`src/rtl/piso_shift_tx_bidir.sv`:
```
// Parallel-in / serial-out transmitter with per-word bit-order selection (direccion).
// Optional macro PISO_PARITY_EN appends an even-parity bit after the data bits.
module piso_shift_tx_bidir #(
  parameter int WIDTH = 4
) (
  input  logic             clk_i,
  input  logic             rst_i,
  input  logic             load_valid_i,
  output logic             load_ready_o,
  input  logic [0:WIDTH-1] data_in_i,
  input  logic             direccion_i,
  output logic             sdo_o,
  output logic             sdo_valid_o,
  output logic             busy_o,
  output logic             done_o
);

`ifdef PISO_PARITY_EN
  localparam int FRAME_LEN = WIDTH + 1;
`else
  localparam int FRAME_LEN = WIDTH;
`endif
  localparam int CW = $clog2(WIDTH + 2);

  typedef enum logic {IDLE, SHIFT} state_e;

  state_e           state_q, state_d;
  logic [0:WIDTH-1] shift_q, shift_d;
  logic             dir_q, dir_d;
  logic [CW-1:0]    cnt_q, cnt_d;
  logic             last_bit;
  logic             accept;
  logic             bit_out;
`ifdef PISO_PARITY_EN
  logic             parity_q, parity_d;
`endif

  assign last_bit = (state_q == SHIFT) && (cnt_q == CW'(FRAME_LEN - 1));
  assign accept   = load_valid_i && load_ready_o;

  always_ff @(posedge clk_i) begin
    if (rst_i) begin
      state_q  <= IDLE;
      shift_q  <= '0;
      dir_q    <= 1'b0;
      cnt_q    <= '0;
`ifdef PISO_PARITY_EN
      parity_q <= 1'b0;
`endif
    end else begin
      state_q  <= state_d;
      shift_q  <= shift_d;
      dir_q    <= dir_d;
      cnt_q    <= cnt_d;
`ifdef PISO_PARITY_EN
      parity_q <= parity_d;
`endif
    end
  end

  // An accept on the last-bit cycle reloads directly, so frames run back-to-back.
  always_comb begin
    state_d  = state_q;
    shift_d  = shift_q;
    dir_d    = dir_q;
    cnt_d    = cnt_q;
`ifdef PISO_PARITY_EN
    parity_d = parity_q;
`endif
    if (accept) begin
      state_d  = SHIFT;
      shift_d  = data_in_i;
      dir_d    = direccion_i;
      cnt_d    = '0;
`ifdef PISO_PARITY_EN
      parity_d = ^data_in_i;
`endif
    end else if (state_q == SHIFT) begin
      if (last_bit) begin
        state_d = IDLE;
        cnt_d   = '0;
      end else begin
        cnt_d = cnt_q + CW'(1);
        if (dir_q)
          shift_d = {1'b0, shift_q[0:WIDTH-2]};
        else
          shift_d = {shift_q[1:WIDTH-1], 1'b0};
      end
    end
  end

  // The parity bit follows the data bits regardless of shift direction.
  always_comb begin
    sdo_valid_o  = (state_q == SHIFT);
    busy_o       = (state_q == SHIFT);
    done_o       = last_bit;
    load_ready_o = (state_q == IDLE) || last_bit;
    bit_out      = dir_q ? shift_q[WIDTH-1] : shift_q[0];
`ifdef PISO_PARITY_EN
    if (cnt_q == CW'(WIDTH))
      bit_out = parity_q;
`endif
    sdo_o = sdo_valid_o ? bit_out : 1'b0;
  end

endmodule
```
`config.mk`:
```
export PLATFORM = sky130hd
export DESIGN_NAME = piso_shift_tx_bidir
export DESIGN_NICKNAME = d
export VERILOG_FILES = /design/src/rtl/piso_shift_tx_bidir.sv
export SDC_FILE = /design/constraint.sdc
export NUM_CORES = 1
export LEC_CHECK = 0
export ABC_AREA = 1
export BUFFER_PORTS_ARGS = -buffer_cell sky130_fd_sc_hd__buf_2
export CORE_AREA = 5 5 42 44
export DETAILED_ROUTE_END_ITERATION = 8
export DIE_AREA = 0 0 47 49
export PLACE_DENSITY = 0.65
export SYNTH_ARGS = -nofsm -noshare
export SYNTH_HDL_FRONTEND = slang
export SYNTH_SLANG_ARGS = --single-unit
export TNS_END_PERCENT = 1
```
`constraint.sdc`:
```
create_clock -name clk_i -period 2.9 [get_ports clk_i]
set_input_delay 0.435 -clock clk_i [delete_from_list [all_inputs] [get_ports clk_i]]
set_output_delay 0.435 -clock clk_i [all_outputs]
set_load 0.03 [all_outputs]
```
# [After elaboration in Yosys (flattened, before gate mapping)]
# Cells that the tools add are included.
[word_totals] romBits=0 inputBits=8 ram_bits=0 output_inout_bits=5 latchBits=0 elab_cells=24 mem_count=0 register_bits=9
[op_classes] addsub=1 bitwise=1 magnitude_cmp=0 eq_ne=2 div=0 n_shift=0 muxes=10 n_mul=0 reduce_logical=6
[ops] cell="4-bit two-way mux" count=4
[ops] cell="1-bit two-way mux" count=5
[ops] cell="3-bit by 1-bit adder with 3-bit output (second input constant)" count=1
[ops] cell="3-bit by 2-bit equality test with 1-bit output (second input constant)" count=1
[ops] cell="3-bit two-way mux" count=1
[ops] cell="1-bit logical AND" count=2
[ops] cell="2-bit by 1-bit != test with 1-bit output (second input constant)" count=1
[ops] cell="2-bit AND reduction" count=1
[ops] cell="2-bit nonzero test" count=1
[ops] cell="2-bit OR reduction" count=1
[ops] cell="1-bit logical OR" count=1
[ops] cell="1-bit NOT" count=1

# [Depth between registers and ports, before layout]
[logic_depth] depth_word=6 mapped_depth=8 mapped_depth_nobuf=7

# [Least setup slack after synthesis]
# No wires, ideal clock.
[synth_timing] path_type="register to output" from="register state_q (netlist: busy_o)" to="output sdo_o" path_slack_ns=1.162 arrival_ns=1.303 stages_incl_launch_ff=3 n_path_buf=0 path_cell_list="dfxtp_1 -> o21ai_0 -> a21oi_1"
[synth_between] elab_chain_cells=1
[synth_rtl] element="from (decl)" line="27" text="state_e state_q, state_d;"
[synth_rtl] element="from (signal assigned)" line="51" text="state_q <= state_d;"
[synth_rtl] element="1-bit two-way mux" line="103" text="sdo_o = sdo_valid_o ? bit_out : 1'b0;"
[synth_rtl] element="to (decl)" line="12" text="output logic sdo_o,"
# No other way between the ends.

# [Final worst setup path]
[layout_timing] from="register cnt_q[0]" to="output load_ready_o"
[layout_between] elab_chain_cells=3
[layout_rtl] element="from (decl)" line="30" text="logic [CW-1:0] cnt_q, cnt_d;"
[layout_rtl] element="from (signal assigned)" line="54" text="cnt_q <= cnt_d;"
[layout_rtl] element="3-bit by 2-bit equality test with 1-bit output" line="38" text="assign last_bit = (state_q == SHIFT) && (cnt_q == CW'(FRAME_LEN - 1));"
[layout_rtl] element="1-bit logical AND" line="38"
[layout_rtl] element="1-bit logical OR" line="97" text="load_ready_o = (state_q == IDLE) || last_bit;"
[layout_rtl] element="to (decl)" line="9" text="output logic load_ready_o,"
# No other way between the ends.

==> results.cfg <==
[outcome]
outcome = complete, no violations

[drt]
vias = 472
drc_errors = 0
first_pass_iters = 4
wl_um = 1036
viasPerCell = 4.816
avgRoutedWirePerCell_um = 10.57
ant_nets = 0
drtIter0Drc = 9

[logic_synthesis]
synth_simple_gate_area_frac = 0.3796
synth_top_family_by_area = simple AND/OR/NAND/NOR gates
synth-compound-area-share = 0.09162
synth_area_um2 = 478.0
yosysUniqueCellTypes = 17
synthMuxAreaShare = 0
syn_inst = 68
synth_adder_area_share = 0.02618
synth_xor_area_frac = 0
seq_area_frac_synth = 0.3770
synth-warning-count = 0
syn_avg_cell_area_um2 = 7.029
ys_ff_latch = 9
syn_nets = 77

[layout]
nNetsFinal = 92
drive_gt1_frac = 0.2561
n_fill_cell = 159
mostFrequentLayoutCell = nand2_1
final_cell_mix = 18 x nand2_1, 12 x nand3_1, 12 x buf_2
syn2layout_area_growth_pct = 17.54
antennaDiodeCount = 0

[clocking]
clk_pin_slew_worst_paths_ns = 0.06
root_buffer = clkbuf_4
htreeDepth = 1
cts_tree = yes
cts_made_buffers = 3
clock_latency_ns = 0.26
clockBufferDepth = 2
ctsHoldBuffers = 0
cts_sinks = 9
postCtsSetupBuffers = 0
cts_resized = 0

[timing]
fmax_mhz = 577.4
period_minus_slack_ns = 1.732
finClkSkew_ns = 0.003307
setup_violations = 0
tns_ns = 0
tightest_slew_ns = 0.3339
maxSlewHeadroom = 0.7771
fin_crit_sh = 0.5972
rsz0062_at_grt = no
setup_ws_ns = 1.168
slew_violations = 0
finalHoldViolCount = 0

[worst_setup_path]
crit_type = register to primary output
endpoint = load_ready_o
timing.rr.end = cnt_q[0]
startpoint_type = register
crit_arrival_ns = 1.30
r2r_cells = 5
reg2reg_setup_slack_ns = 1.69
rr_startpoint = cnt_q[0]
crit_fanout = 13
critPathLaunch = cnt_q[0]
critPathCaptureType = primary output
required_ns = 2.47

[power]
power_mw = 0.2791
p_per_area_nw_per_um2 = 496.9
p_leak_nw = 0.2821
vdd_drop_max_uv = 215.1

[floorplan]
io_pins = 13
start_util = 0.3411
core_area_um2 = 1401
rows = 14
die-area_um2 = 2303
die_height_um = 49
dieWidth_um = 47

[placed_design]
dp_slack_ns = 1.448
port-buffer-count = 12
place_congestion = 0.8023
dp_hpwl_um = 778.1

[job]
drv_cap = 0

[global_routing]
grt_first_pass_wirelength_um = 1690
grt_max_degree = 14
grt-ovfl-total = 0
antenna_found_initial = 0
grt_usage = 0.1030
grt_pass1_vias = 402

[worst_hold_path]
hp-class = primary input to register
per-stage QoR:
step                      area [um^2]  utilization  instances  hold slack, ns
after floorplan                 478.0            -         68          0.4480
after global placement          535.5       0.3821         94          0.4580
after detailed placement        535.5       0.3821         94          0.4642
after CTS                       561.8       0.4009         98          0.3462
after global routing            561.8       0.4009         98          0.3470
final                           561.8       0.4009         98          0.3496
worst min path at each step:
stage,startpoint,to,slack [ns],cells past startpoint
3_3_place_gp,cnt_q[2],cnt_q[2],0.46,2
6_report,rst_i,dir_q,0.35,2
3_5_place_dp,cnt_q[2],cnt_q[2],0.46,2
4_1_cts,rst_i,dir_q,0.35,2
2_1_floorplan,cnt_q[2],cnt_q[2],0.45,2
5_1_grt,rst_i,dir_q,0.35,2
layer usage:
layer | up-vias | part of all wire | GRT usage
met5 | - | 0 | 0
met4 | 0 | 0.021 | 0.05530
met3 | 5 | 0.079 | 0.04428
met2 | 14 | 0.42 | 0.1267
met1 | 208 | 0.47 | 0.1457
li1 | 245 | - | -
synthesized netlist by cell type:
cell type | count | share of area
a21oi_1 | 5 | 0.052
a21oi_2 | 1 | 0.018
buf_4 | 1 | 0.016
buf_8 | 1 | 0.031
dfxtp_1 | 9 | 0.38
ha_1 | 1 | 0.026
inv_1 | 8 | 0.063
inv_2 | 2 | 0.016
nand2_1 | 18 | 0.14
nand2_2 | 1 | 0.013
nand2_4 | 1 | 0.024
nand3_1 | 12 | 0.13
nand3_2 | 1 | 0.021
nand4_1 | 2 | 0.026
nor2_1 | 2 | 0.016
o21ai_0 | 2 | 0.021
or2_0 | 1 | 0.013
report_power, final:
part           total (mW)  internal (mW)  switching, mW  leakage, nW
logic              0.0434         0.0155         0.0279        0.193
clock network      0.0983         0.0531         0.0452       0.0150
registers           0.137          0.130        0.00749       0.0737
total               0.279          0.199         0.0805        0.282
logic make-up after synthesis:
family	after synthesis
DFF	9
AOI/OAI and AO/OA	8
adders and majority gates	1
buffers and inverters	12
and+or+nand+nor	38
worst max-delay path, stage by stage, from the launching register on:
cell     delay, ns
dfxtp_1       0.34
ha_1          0.23
nand2_2       0.10
nand2_4       0.14
buf_2         0.22
sequential cells by signal, indices dropped and copies added, names as in the netlist:
signal,count
busy_o,1
dir_q,1
cnt_q,3
shift_q,4
final cells by class:
type | count | area, um^2 | area share
flip-flops and latches | 9 | 180.2 | 0.3207
clock buffers | 4 | 26.28 | 0.04677
repair buffers | 12 | 60.06 | 0.1069
well taps | 16 | 20.02 | 0.03563
multi-input cells | 47 | 237.7 | 0.4232
inverters | 10 | 37.54 | 0.06682
Power figures use the tool's default switching activity.
